`src/rtl/usb_out_ep_buffer.sv`:
```
// Receive buffer for one USB full-speed OUT endpoint: packets are written
// speculatively, then committed or rewound on CRC and data-toggle result.
module usb_out_ep_buffer #(
    parameter int DEPTH   = 128,
    parameter int MAX_PKT = 64
) (
    input  logic       clk,
    input  logic       reset_n,
    input  logic       rx_pkt_start,
    input  logic       rx_pkt_setup,
    input  logic       rx_pid_data1,
    input  logic       rx_data_put,
    input  logic [7:0] rx_data,
    input  logic       rx_pkt_end,
    input  logic       rx_pkt_valid,
    output logic       ep_ready,
    output logic       ep_stall,
    input  logic       out_ep_req,
    output logic       out_ep_grant,
    output logic       out_ep_data_avail,
    output logic       out_ep_setup,
    input  logic       out_ep_data_get,
    output logic [7:0] out_ep_data,
    input  logic       out_ep_stall,
    output logic       out_ep_acked
);
    // state   | meaning
    // RX_IDLE | no packet in progress
    // RX_DATA | storing payload bytes speculatively past commit_ptr
    // RX_DROP | packet overflowed; ignore bytes, rewind at end

    localparam int AW = $clog2(DEPTH);
    localparam int PW = AW + 1;
    localparam logic [PW-1:0] DEPTH_V = PW'(DEPTH);
    localparam logic [PW-1:0] MAX_V   = PW'(MAX_PKT);

    typedef enum logic [1:0] {RX_IDLE, RX_DATA, RX_DROP} rx_state_t;

    rx_state_t     state_q, state_d;
    logic [PW-1:0] rd_ptr, commit_ptr, wr_ptr;
    logic [PW-1:0] rd_d, commit_d, wr_d;
    logic          toggle_q, toggle_d;
    logic          pid_q, pid_d;
    logic          setup_pkt_q, setup_pkt_d;
    logic          acked_d, setup_commit, wr_en, pid_ok;
    logic          empty, full, get_ok;
    logic [PW-1:0] used, pkt_cnt, free_cnt;
    logic [7:0]    mem [DEPTH];

    assign empty             = (rd_ptr == commit_ptr);
    assign used              = wr_ptr - rd_ptr;
    assign full              = (used == DEPTH_V);
    assign free_cnt          = DEPTH_V - used;
    assign pkt_cnt           = wr_ptr - commit_ptr;
    assign out_ep_data_avail = !empty;
    assign get_ok            = out_ep_data_get && out_ep_grant && !empty;
    // SETUP must arrive as DATA0 regardless of the current toggle
    assign pid_ok            = setup_pkt_q ? !pid_q : (pid_q == toggle_q);
    assign rd_d              = get_ok ? rd_ptr + PW'(1) : rd_ptr;

    always_comb begin
        state_d      = state_q;
        wr_d         = wr_ptr;
        commit_d     = commit_ptr;
        toggle_d     = toggle_q;
        pid_d        = pid_q;
        setup_pkt_d  = setup_pkt_q;
        acked_d      = 1'b0;
        setup_commit = 1'b0;
        wr_en        = 1'b0;
        if (rx_pkt_start) begin
            wr_d        = commit_ptr;
            pid_d       = rx_pid_data1;
            setup_pkt_d = rx_pkt_setup;
            state_d     = RX_DATA;
        end else begin
            case (state_q)
                RX_DATA: begin
                    if (rx_pkt_end) begin
                        state_d = RX_IDLE;
                        wr_d    = commit_ptr;
                        if (rx_pkt_valid) begin
                            acked_d = 1'b1;
                            if (pid_ok) begin
                                commit_d = wr_ptr;
                                wr_d     = wr_ptr;
                                if (setup_pkt_q) begin
                                    toggle_d     = 1'b1;
                                    setup_commit = 1'b1;
                                end else begin
                                    toggle_d = !toggle_q;
                                end
                            end
                        end
                    end else if (rx_data_put) begin
                        if (full || pkt_cnt == MAX_V) begin
                            state_d = RX_DROP;
                        end else begin
                            wr_en = 1'b1;
                            wr_d  = wr_ptr + PW'(1);
                        end
                    end
                end
                RX_DROP: begin
                    if (rx_pkt_end) begin
                        state_d = RX_IDLE;
                        wr_d    = commit_ptr;
                    end
                end
                default: ;
            endcase
        end
    end

    always_ff @(posedge clk or negedge reset_n) begin
        if (!reset_n) begin
            state_q      <= RX_IDLE;
            rd_ptr       <= '0;
            commit_ptr   <= '0;
            wr_ptr       <= '0;
            toggle_q     <= 1'b0;
            pid_q        <= 1'b0;
            setup_pkt_q  <= 1'b0;
            out_ep_acked <= 1'b0;
            out_ep_setup <= 1'b0;
            out_ep_grant <= 1'b0;
            out_ep_data  <= 8'h00;
            ep_ready     <= 1'b1;
            ep_stall     <= 1'b0;
        end else begin
            state_q      <= state_d;
            rd_ptr       <= rd_d;
            commit_ptr   <= commit_d;
            wr_ptr       <= wr_d;
            toggle_q     <= toggle_d;
            pid_q        <= pid_d;
            setup_pkt_q  <= setup_pkt_d;
            out_ep_acked <= acked_d;
            out_ep_grant <= out_ep_req;
            ep_ready     <= (free_cnt >= MAX_V);
            ep_stall     <= out_ep_stall;
            if (get_ok) out_ep_data <= mem[rd_ptr[AW-1:0]];
            // a fresh SETUP commit wins over draining the previous one
            if (setup_commit) out_ep_setup <= 1'b1;
            else if (get_ok && rd_d == commit_ptr) out_ep_setup <= 1'b0;
        end
    end

    always_ff @(posedge clk) begin
        if (wr_en) mem[wr_ptr[AW-1:0]] <= rx_data;
    end
endmodule

```
`config.mk`:
```
export PLATFORM = sky130hd
export DESIGN_NAME = usb_out_ep_buffer
export DESIGN_NICKNAME = d
export VERILOG_FILES = /design/src/rtl/usb_out_ep_buffer.sv
export SDC_FILE = /design/constraint.sdc
export NUM_CORES = 1
export LEC_CHECK = 0
export ABC_AREA = 1
export BUFFER_PORTS_ARGS = -buffer_cell sky130_fd_sc_hd__buf_2
export CORE_ASPECT_RATIO = 2
export CORE_UTILIZATION = 40
export CTS_CLUSTER_SIZE = 8
export DETAILED_ROUTE_END_ITERATION = 10
export GPL_ROUTABILITY_DRIVEN = 0
export PLACE_DENSITY_LB_ADDON = 0.15
export SYNTH_ARGS = -nofsm -noshare
export SYNTH_HDL_FRONTEND = slang
export SYNTH_SLANG_ARGS = --single-unit
```
`constraint.sdc`:
```
create_clock -name clk -period 2.9 [get_ports clk]
set_input_delay 0.145 -clock clk [delete_from_list [all_inputs] [get_ports clk]]
set_output_delay 0.145 -clock clk [all_outputs]
set_load 0.1 [all_outputs]
```
==> results.py <==
metrics = {
    "clocking": {
        "clk_latency_ns": 0.76,
        "htreeDepth": 4,
        "cts.clk_slew.worst_paths_ns": 0.06,
        "cts-root-buf": "clkbuf_16",
        "cts_buffers": 151,
        "cts_sinks": 1066,
        "cts_tree": "yes",
        "cts_buffer_depth": 3,
    },
    "run_status": {
        "status": "complete, no violations",
    },
    "setup_path": {
        "arrival_ns": 3.51,
        "path_class": "flop to flop",
        "worstSetupEndpointType": "flop",
        "required_ns": 3.55,
        "start_kind": "flop",
        "rr_startpoint": "rd_ptr[1]",
        "setup.worst_path.start": "rd_ptr[1]",
        "rr_worst_depth": 14,
        "path_max_fanout": 89,
    },
    "finish": {
        "layout.nets": 4214,
        "layout.cells.most_common_list": "1024 x edfxtp_1, 989 x nand2_1, 628 x nand3_1, 255 x nor2_1, 237 x buf_4",
        "fin_cells": 5689,
        "final_common_cell": "edfxtp_1",
        "syn2layout_area_growth_pct": 19.5,
        "drive_gt1_share_pct": 15.4,
    },
    "logic_synthesis": {
        "synthArstFlopShare_pct": 3.94,
        "ys_seq_area_share_pct": 71.1,
        "ys.flop_type": "edfxtp_1",
        "synth_area_um2": 44700,
        "avgSynthCellArea_um2": 11.4,
        "ys_ff_latch": 1066,
        "yosysUniqueCellTypes": 46,
        "synthCells": 3909,
        "ys_warn_count": 0,
        "synth.net_count": 3945,
        "synth_edf_count": 1024,
    },
    "timing": {
        "min_period_over_period_pct": 98.5,
        "slew_headroom_pct": 49.5,
        "setup_viol": 0,
        "setup_ws_ns": 0.0430,
        "drv_slew": 0,
        "max_freq_mhz": 350,
        "period_needed_ns": 2.86,
        "rsz0062_at_grt": "true",
        "hold_viol_final": 0,
        "finClkSkew_ns": 0.0296,
        "tightest_slew_ns": 0.757,
    },
    "pwr": {
        "peakVddDrop_mv": 0.760,
        "p_sw_share_pct": 39.1,
        "share_comb_of_total_power_pct": 37.6,
        "power.switching_w": 0.0208,
        "seqPwrFrac_pct": 32.9,
        "p_leak_nw": 19.3,
        "internal_power_w": 0.0323,
        "finalPower_w": 0.0531,
        "powerDensity_nw_per_um2": 993,
        "pwr-share-clk_pct": 29.5,
    },
    "place": {
        "place_ws_ns": 0.0179,
        "dp.cells": 5476,
        "hpwl_um": 93100,
        "port_buffers": 32,
    },
    "floorplan": {
        "start_util_pct": 40.3,
        "std_cell_rows": 173,
        "io_pins": 33,
        "dieArea_um2": 113000,
        "die_w_um": 239,
        "core_um2": 111000,
        "die_h_um": 475,
    },
    "routing": {
        "vias_per_cell": 5.39,
        "first_iter_violations": 2016,
        "finalWirelength_um": 145000,
        "remaining_drc_errors": 0,
        "vias": 30700,
        "drtPass1Iterations": 6,
        "post_drt_wl_per_cell_um": 25.5,
        "ant_nets": 0,
    },
    "global_route": {
        "antenna_found_initial": 4,
        "grt_pass1_vias": 31800,
        "grt_usage_pct": 25.7,
        "grt_pass1_wl_um": 207000,
        "grt_max_degree": 177,
        "grt-ovfl-total": 0,
    },
    "min_path": {
        "holdPathStages": 1,
        "hp-class": "input pin to flop",
        "hold_path_startpoint": "rx_data[1]",
    },
    "run": {
        "maxCapViolCount": 0,
    },
}
-- cell type report --
class / instances / area (um2)
Timing Repair inverter: 1 / 6.26
Antenna cell: 1 / 2.50
Tap cell: 1487 / 1860
Clock buffer: 163 / 3840
Multi-Input combinational cell: 2479 / 11600
Sequential cell: 1066 / 31800
Inverter: 125 / 509
Clock inverter: 13 / 230
Timing Repair Buffer: 354 / 3560
Fill cell: 9940 / 57600
-- cell families (layout without fill, tap and decap cells) --
logic type | after synthesis | in the layout | synth area share (%)
DFF | 1066 | 1066 | 71.1
muxes | 1 | 1 | 0.0252
buffers and inverters | 364 | 656 | 3.83
adders and majority gates | 17 | 17 | 0.492
other | 0 | 1 | 0
xor gates and xnor gates | 15 | 15 | 0.294
and+or+nand+nor | 2019 | 2019 | 19.1
AOI/OAI and AO/OA | 427 | 427 | 5.17
-- repair_timing --
item,4_1_cts,5_1_grt
pin swaps,0,3
resized for setup,11,49
setup endpoints to repair,1,1016
hold buffers,23,0
cloned,4,3
buffers inserted,0,8
hold endpoints to repair,216,0
-- metal layers --
metal / vias up / global-route usage (%) / share of wire, %
met5: - / 0 / 0
met4: 0 / 18.2 / 7.5
met3: 401 / 3.41 / 4.4
met2: 1032 / 47.9 / 54
met1: 15000 / 26.3 / 34
li1: 14200 / - / -
-- state kept, by name (all words and copies together) (netlist names), 2 cells and up --
register	count
rd_ptr	8
wr_ptr	8
mem	1024
out_ep_data	8
state_q	2
commit_ptr	8
-- power groups by stage --
stage	clock [W]	sequential, W	combinational, W
after floorplan	0	0.0181	0.0115
after CTS	0.0159	0.0175	0.0196
after global placement	0	0.0177	0.0191
final	0.0156	0.0175	0.0200
after global routing	0.0164	0.0175	0.0215
after detailed placement	0	0.0177	0.0190
-- worst max-delay path: stages (launching register included) --
cell and delay (ns):
dfrtp_4 0.54, inv_8 0.11, buf_12 0.14, buf_12 0.33, nand3_1 0.22, nand3_1 0.11, nand2_1 0.13, nand2_1 0.09
nand2_1 0.05, nor2_1 0.43, nand2_1 0.14, nand3_1 0.15, nand2_1 0.11, nand2_1 0.09, nand2_1 0.05
-- stage by stage --
| step | util, % | hold slack [ns] | instance area, um2 | TNS, ns |
|---|---|---|---|---|
| after floorplan | - | -0.151 | 45100 | -0.660 |
| after global placement | 43.8 | 0.227 | 48700 | 0 |
| after detailed placement | 43.8 | 0.209 | 48700 | 0 |
| after CTS | 47.9 | 0.00672 | 53200 | 0 |
| after global routing | 48.1 | 0.00434 | 53500 | -1.07 |
| final | 48.1 | 0.0116 | 53500 | 0 |
-- cells in the mapped netlist (all sizes together), types with 2 or more instances --
master,n,area (um2)
o22ai,81,507
nand3b,4,42.5
o211ai,9,67.6
inv,124,470
xor2,12,105
a22oi,2,15.0
nor2,355,1330
nand3,638,3290
dfrtp,41,1030
xnor2,3,26.3
o21ai,229,1150
o21a,2,15.0
nor3,17,90.1
nand4,7,50.1
clkbuf,101,379
a21boi,8,60.1
nand2,997,3740
ha,16,200
edfxtp,1024,30700
buf,138,861
a21oi,91,459
-- path summary, 6_finish.rpt --
check                                 endpoint  slack [ns]
min in group asynchronous            wr_ptr[7]        0.55
worst min-delay path                mem[45][1]        0.01
worst max-delay path            out_ep_data[6]        0.04
worst max register to register  out_ep_data[6]        0.04
max in group asynchronous             ep_ready        2.12
worst min register to register    out_ep_setup        0.47
Note: power is estimated with default switching activity, not from simulation.
